===== src/rtl/ula_pkg.sv =====
// Shared ALU/mult-div definitions.
// Holds the 4-bit ULAopcode encodings produced by ALU control and the
// state encoding of the iterative multiply/divide FSM.
package ula_pkg;

  localparam logic [3:0] OP_AND  = 4'b0000;
  localparam logic [3:0] OP_OR   = 4'b0001;
  localparam logic [3:0] OP_ADD  = 4'b0010;
  localparam logic [3:0] OP_SLL  = 4'b0011;
  localparam logic [3:0] OP_SRL  = 4'b0100;
  localparam logic [3:0] OP_SUB  = 4'b0110;
  localparam logic [3:0] OP_SLT  = 4'b0111;
  localparam logic [3:0] OP_MULT = 4'b1000;
  localparam logic [3:0] OP_DIV  = 4'b1001;
  localparam logic [3:0] OP_MFLO = 4'b1010;
  localparam logic [3:0] OP_MFHI = 4'b1011;
  localparam logic [3:0] OP_NOR  = 4'b1100;
  localparam logic [3:0] OP_XOR  = 4'b1101;
  localparam logic [3:0] OP_LUI  = 4'b1110;

  // state   | meaning
  // ST_IDLE | waiting for a MULT/DIV start
  // ST_CALC | one radix-2 step per cycle, WIDTH cycles
  // ST_FIX  | sign correction, HI/LO written on the edge leaving
  typedef enum logic [1:0] {
    ST_IDLE = 2'd0,
    ST_CALC = 2'd1,
    ST_FIX  = 2'd2
  } mdu_state_t;

endpackage


===== src/rtl/ula_multdiv.sv =====
// Iterative multiply/divide unit beside the single-cycle ALU.
// MULT: shift-add into a 2*WIDTH accumulator, {hi,lo} = product.
// DIV : restoring shift-subtract, lo = quotient, hi = remainder.
// Ports:
//   clock, reset (async, active-high)
//   start, ULAopcode, Unsigned, A, B : request and operands
//   busy, done, div_zero             : status (done/div_zero one-cycle pulses)
//   hi, lo                           : result registers
//   Resultado                        : MFLO/MFHI read mux, 0 for other opcodes
module ula_multdiv
  import ula_pkg::*;
#(
  parameter int WIDTH = 32
) (
  input  logic             clock,
  input  logic             reset,
  input  logic             start,
  input  logic [3:0]       ULAopcode,
  input  logic             Unsigned,
  input  logic [WIDTH-1:0] A,
  input  logic [WIDTH-1:0] B,
  output logic             busy,
  output logic             done,
  output logic             div_zero,
  output logic [WIDTH-1:0] hi,
  output logic [WIDTH-1:0] lo,
  output logic [WIDTH-1:0] Resultado
);

  localparam int CW = $clog2(WIDTH);

  function automatic logic [WIDTH-1:0] neg_w(input logic [WIDTH-1:0] v);
    return ~v + {{(WIDTH-1){1'b0}}, 1'b1};
  endfunction

  function automatic logic [2*WIDTH-1:0] neg_2w(input logic [2*WIDTH-1:0] v);
    return ~v + {{(2*WIDTH-1){1'b0}}, 1'b1};
  endfunction

  mdu_state_t r_state, w_next;

  logic [2*WIDTH-1:0] r_acc;
  logic [WIDTH-1:0]   r_opnd;     // multiplicand (MULT) or divisor magnitude (DIV)
  logic [WIDTH-1:0]   r_a_raw;    // dividend as latched, returned in hi on divide by zero
  logic [CW-1:0]      r_counter;
  logic               r_is_div;
  logic               r_neg_res;
  logic               r_neg_rem;
  logic               r_div_zero;

  logic               w_accept;
  logic               w_a_neg, w_b_neg;
  logic [WIDTH-1:0]   w_a_mag, w_b_mag;
  logic [WIDTH:0]     w_sum;
  logic [WIDTH:0]     w_rem_sh;
  logic [WIDTH:0]     w_diff;
  logic [2*WIDTH-1:0] w_mul_next, w_div_next, w_prod;
  logic [WIDTH-1:0]   w_quot, w_rem;

  always_ff @(posedge clock or posedge reset) begin
    if (reset) r_state <= ST_IDLE;
    else       r_state <= w_next;
  end

  always_comb begin
    w_next   = r_state;
    w_accept = 1'b0;
    case (r_state)
      ST_IDLE: begin
        if (start && (ULAopcode == OP_MULT || ULAopcode == OP_DIV)) begin
          w_accept = 1'b1;
          w_next   = ST_CALC;
        end
      end
      ST_CALC: if (r_counter == '0) w_next = ST_FIX;
      ST_FIX:  w_next = ST_IDLE;
      default: w_next = ST_IDLE;
    endcase
  end

  assign busy = (r_state != ST_IDLE);

  // Operand magnitudes at acceptance
  assign w_a_neg = ~Unsigned & A[WIDTH-1];
  assign w_b_neg = ~Unsigned & B[WIDTH-1];
  assign w_a_mag = w_a_neg ? neg_w(A) : A;
  assign w_b_mag = w_b_neg ? neg_w(B) : B;

  // Multiply step: add multiplicand into the upper half when LSB set, then shift right
  assign w_sum      = {1'b0, r_acc[2*WIDTH-1:WIDTH]} + {1'b0, r_opnd};
  assign w_mul_next = r_acc[0] ? {w_sum, r_acc[WIDTH-1:1]} : {1'b0, r_acc[2*WIDTH-1:1]};

  // Divide step: shift {rem,quot} left, trial-subtract divisor; bit WIDTH of
  // the difference is the borrow because the shifted remainder is < 2*divisor.
  assign w_rem_sh   = r_acc[2*WIDTH-1:WIDTH-1];
  assign w_diff     = w_rem_sh - {1'b0, r_opnd};
  assign w_div_next = !w_diff[WIDTH] ? {w_diff[WIDTH-1:0], r_acc[WIDTH-2:0], 1'b1}
                                     : {w_rem_sh[WIDTH-1:0], r_acc[WIDTH-2:0], 1'b0};

  assign w_prod = r_neg_res ? neg_2w(r_acc) : r_acc;
  assign w_quot = r_neg_res ? neg_w(r_acc[WIDTH-1:0]) : r_acc[WIDTH-1:0];
  assign w_rem  = r_neg_rem ? neg_w(r_acc[2*WIDTH-1:WIDTH]) : r_acc[2*WIDTH-1:WIDTH];

  always_ff @(posedge clock or posedge reset) begin
    if (reset) begin
      r_acc      <= '0;
      r_opnd     <= '0;
      r_a_raw    <= '0;
      r_counter  <= '0;
      r_is_div   <= 1'b0;
      r_neg_res  <= 1'b0;
      r_neg_rem  <= 1'b0;
      r_div_zero <= 1'b0;
      hi         <= '0;
      lo         <= '0;
      done       <= 1'b0;
      div_zero   <= 1'b0;
    end else begin
      done     <= 1'b0;
      div_zero <= 1'b0;
      if (w_accept) begin
        r_is_div   <= (ULAopcode == OP_DIV);
        r_neg_res  <= w_a_neg ^ w_b_neg;
        r_neg_rem  <= w_a_neg;
        r_div_zero <= (ULAopcode == OP_DIV) && (B == '0);
        r_a_raw    <= A;
        r_counter  <= CW'(WIDTH-1);
        if (ULAopcode == OP_DIV) begin
          r_acc  <= {{WIDTH{1'b0}}, w_a_mag};
          r_opnd <= w_b_mag;
        end else begin
          r_acc  <= {{WIDTH{1'b0}}, w_b_mag};
          r_opnd <= w_a_mag;
        end
      end else if (r_state == ST_CALC) begin
        r_acc <= r_is_div ? w_div_next : w_mul_next;
        if (r_counter != '0) r_counter <= r_counter - CW'(1);
      end else if (r_state == ST_FIX) begin
        done     <= 1'b1;
        div_zero <= r_div_zero;
        if (!r_is_div) begin
          hi <= w_prod[2*WIDTH-1:WIDTH];
          lo <= w_prod[WIDTH-1:0];
        end else if (r_div_zero) begin
          hi <= r_a_raw;
          lo <= '1;
        end else begin
          hi <= w_rem;
          lo <= w_quot;
        end
      end
    end
  end

  always_comb begin
    Resultado = '0;
    case (ULAopcode)
      OP_MFLO: Resultado = lo;
      OP_MFHI: Resultado = hi;
      default: Resultado = '0;
    endcase
  end

endmodule


===== config.mk =====
export PLATFORM = sky130hd
export DESIGN_NAME = ula_multdiv
export DESIGN_NICKNAME = d
export VERILOG_FILES = /design/src/rtl/ula_pkg.sv /design/src/rtl/ula_multdiv.sv
export SDC_FILE = /design/constraint.sdc
export NUM_CORES = 1
export LEC_CHECK = 0
export ABC_AREA = 1
export CAP_MARGIN = 20
export CORE_MARGIN = 2
export CORE_UTILIZATION = 45
export DETAILED_ROUTE_END_ITERATION = 16
export GPL_TIMING_DRIVEN = 0
export SLEW_MARGIN = 30
export SYNTH_ARGS = -nofsm -noshare
export SYNTH_HDL_FRONTEND = slang
export SYNTH_SLANG_ARGS = --single-unit

===== constraint.sdc =====
create_clock -name clock -period 7.9 [get_ports clock]
set_input_delay 1.58 -clock clock [delete_from_list [all_inputs] [get_ports clock]]
set_output_delay 1.58 -clock clock [all_outputs]
set_load 0.02 [all_outputs]

==> results.py <==
metrics = {
    "synthesis": {
        "syn_area_per_cell_um2": 6.09,
        "synth.net_count": 3386,
        "synthArstFlopShare_pct": 100,
        "syn-instance-count": 3242,
        "yosys-top-cells-area": "dfrtp_1 (26%), nand2_1 (18%), inv_1 (9.1%)",
        "synth_flop_cell": "dfrtp_1",
        "syn_area_um2": 19700,
        "synth_top_cell_by_area": "dfrtp_1",
        "yosys.cell_types.count": 53,
        "synth_common_cells": "nand2_1 (959), inv_1 (481), nor2_1 (334), nand3_1 (275), dfrtp_1 (205)",
        "post-synth-top-count-cell": "nand2_1",
        "synth_top_area_share_pct": 26.0,
        "synth_seq_cells": 205,
        "synth_edf_count": 0,
        "seq_area_frac_synth_pct": 26.0,
        "ys.warnings.count": 0,
    },
    "clock_tree": {
        "postCtsSetupRepairBufs": 0,
        "clk_pin_slew_ns": 0.06,
        "cts-resized-gates": 0,
        "cts_sinks": 205,
        "cts_buffers": 25,
        "cts-root-buf": "clkbuf_16",
        "cts_hold_buf": 0,
        "htreeDepth": 1,
        "cts_buffer_depth": 3,
        "clock_latency_ns": 0.62,
        "tritoncts": "yes",
    },
    "floorplan": {
        "dieArea_um2": 45600,
        "die_w_um": 213,
        "ios": 171,
        "start_util_pct": 45.7,
        "core_area_um2": 43200,
        "rows": 76,
        "die_h_um": 213,
    },
    "worst_setup_path": {
        "crit_path_frequent_cell": "clkdlybuf4s50_1",
        "arrival_ns": 4.16,
        "crit_path_max_incr_delay_ns": 0.64,
        "endpoint_kind": "primary output",
        "crit_required_ns": 6.32,
        "critPathTopFamily": "buffers and inverters",
        "cp_slowest_cell": "clkdlybuf4s50_1",
        "path_max_fanout": 10,
        "cp.buffers_inverters": 4,
        "path_cells": "clkdlybuf4s50_1, inv_1, nand3_1, clkbuf_1, o22ai_1, clkdlybuf4s50_1",
        "worst_setup_path_start_kind": "input pin",
        "path_class": "input pin to primary output",
    },
    "routing": {
        "first_pass_iters": 7,
        "wire_per_inst_um": 23.6,
        "dr.first_iter.drc_count": 3264,
        "via_count": 23600,
        "ant_nets": 0,
        "viasPerCell": 5.83,
        "wirelength_um": 95400,
        "drc": 0,
    },
    "global_routing": {
        "antenna_found_initial": 4,
        "grt_max_degree": 88,
        "overflow": 0,
        "grt_use_total_pct": 41.6,
        "grt_pass1_vias": 21500,
        "grt_first_pass_wirelength_um": 138000,
    },
    "sta": {
        "tightest_slew_ns": 1.05,
        "fmax_ghz": 0.174,
        "maxSlewViolCount": 0,
        "hold_violations": 0,
        "rsz0062_at_grt": "no",
        "tns_ns": 0,
        "period_minus_slack_ns": 5.74,
        "finalSetupViolations": 0,
        "fin_crit_sh_pct": 72.7,
        "worst_clock_skew_ns": 0.0640,
        "setup_slack_ns": 2.16,
        "slew_headroom_pct": 29.7,
    },
    "power_and_ir_drop": {
        "switchingPower_uw": 5800,
        "p_total_uw": 10200,
        "pwr-share-comb_pct": 66.1,
        "internal_power_uw": 4410,
        "clkPwrFrac_pct": 11.8,
        "vdd_drop_max_v": 0.000210,
        "p_seq_share_pct": 22.1,
        "sw_frac_of_total_pct": 56.8,
        "power.density_nw_per_um2": 443,
        "leakagePower_uw": 0.0114,
    },
    "place": {
        "placed_area_um2": 22200,
        "io_buffers": 170,
        "pre_cts_slack_ns": 2.28,
        "place_hpwl_um": 78800,
        "post-place-cells": 3999,
        "place.gp.congestion": 1.14,
    },
    "finish": {
        "drive_above_1_share_pct": 4.57,
        "area_delta_synth_final_pct": 16.8,
        "final_area_um2": 23100,
        "final_nets": 3585,
        "final_cells": 4047,
    },
    "status": {
        "status": "complete, no violations",
    },
    "flow_run": {
        "maxCapViolCount": 0,
    },
    "worst_hold_path": {
        "hold_class": "register to register",
    },
}
[cell usage in the layout, fill, tap and decap left out, types with 25 or more instances in the layout]
cell type,instances
clkdlybuf4s50_1,170
dfrtp_1,205
nand2_1,959
o211ai_1,29
ha_1,70
a21oi_1,187
nand3_1,275
nor3_1,28
o21ai_0,137
o22ai_1,44
xor2_1,88
a221oi_1,25
nor2_1,334
clkbuf_1,82
clkbuf_16,25
inv_1,480
[power by group through the flow]
stage                     Sequential (uW)  Clock, uW  Combinational, uW
after floorplan                      2040          0               4210
after global placement               2180          0               6440
after detailed placement             2200          0               6510
after CTS                            2180       1190               6540
after global routing                 2250       1230               7360
final                                2250       1200               6750
[cell type report]
| cell class | instances | area [um^2] |
|---|---|---|
| Fill cell | 4503 | 20100 |
| Multi-Input combinational cell | 2411 | 12100 |
| Sequential cell | 205 | 5130 |
| Inverter | 500 | 1890 |
| Timing Repair Buffer | 172 | 1760 |
| Clock buffer | 38 | 734 |
| Tap cell | 585 | 732 |
| Buffer | 126 | 596 |
| Clock inverter | 8 | 90.1 |
| Antenna cell | 2 | 5.00 |
[worst paths after layout]
kind / from / end / slack, ns / depth (start not counted)
setup reg to reg: r_acc[0] / hi[10] / 4.21 / 12
min in group asynchronous: reset / lo[6] / 1.38 / 2
hold / removal: r_a_raw[20] / r_a_raw[20] / 0.49 / 2
hold reg to reg: r_a_raw[20] / r_a_raw[20] / 0.49 / 2
setup / recovery: ULAopcode[0] / Resultado[20] / 2.16 / 6
max in group asynchronous: reset / r_counter[1] / 5.72 / 3
[tightest hold or removal path, cell delays in order, from the launching register on]
cell	delay, ns
dfrtp_1	0.35
nand2_1	0.05
o21ai_0	0.06
[metrics by stage]
stage	util (%)	hold WS (ns)
after floorplan	-	0.448
after global placement	51.4	0.473
after detailed placement	51.5	0.474
after CTS	53.4	0.490
after global routing	53.4	0.525
final	53.4	0.486
[logic make-up (layout without fill, tap and decap cells)]
| group | count (synthesis) | count (layout) | synth area share (%) |
|---|---|---|---|
| AND/OR/NAND/NOR | 1710 | 1710 | 36.6 |
| buffers and inverters | 626 | 844 | 12.5 |
| AO/OA/AOI/OAI | 517 | 517 | 15.3 |
| flip-flops | 205 | 205 | 26.0 |
| XOR/XNOR | 112 | 112 | 4.97 |
| adder cells (fa/ha/maj) | 72 | 72 | 4.64 |
| other | 0 | 2 | 0 |
[sequential cells by signal (all words and copies together) (netlist names)]
| name | flops |
|---|---|
| div_zero | 1 |
| done | 1 |
| hi | 32 |
| lo | 32 |
| r_a_raw | 32 |
| r_acc | 64 |
| r_counter | 5 |
| r_div_zero | 1 |
| r_is_div | 1 |
| r_neg_rem | 1 |
| r_neg_res | 1 |
| r_opnd | 32 |
| r_state | 2 |
[metal layers]
layer	GRT usage (%)	vias up	routed length, um
met5	0	-	25
met4	23.4	4	6510
met3	13.2	302	13000
met2	58.8	1567	37600
met1	55.9	10900	38300
li1	-	10800	-
(Power assumes the default switching activity.)
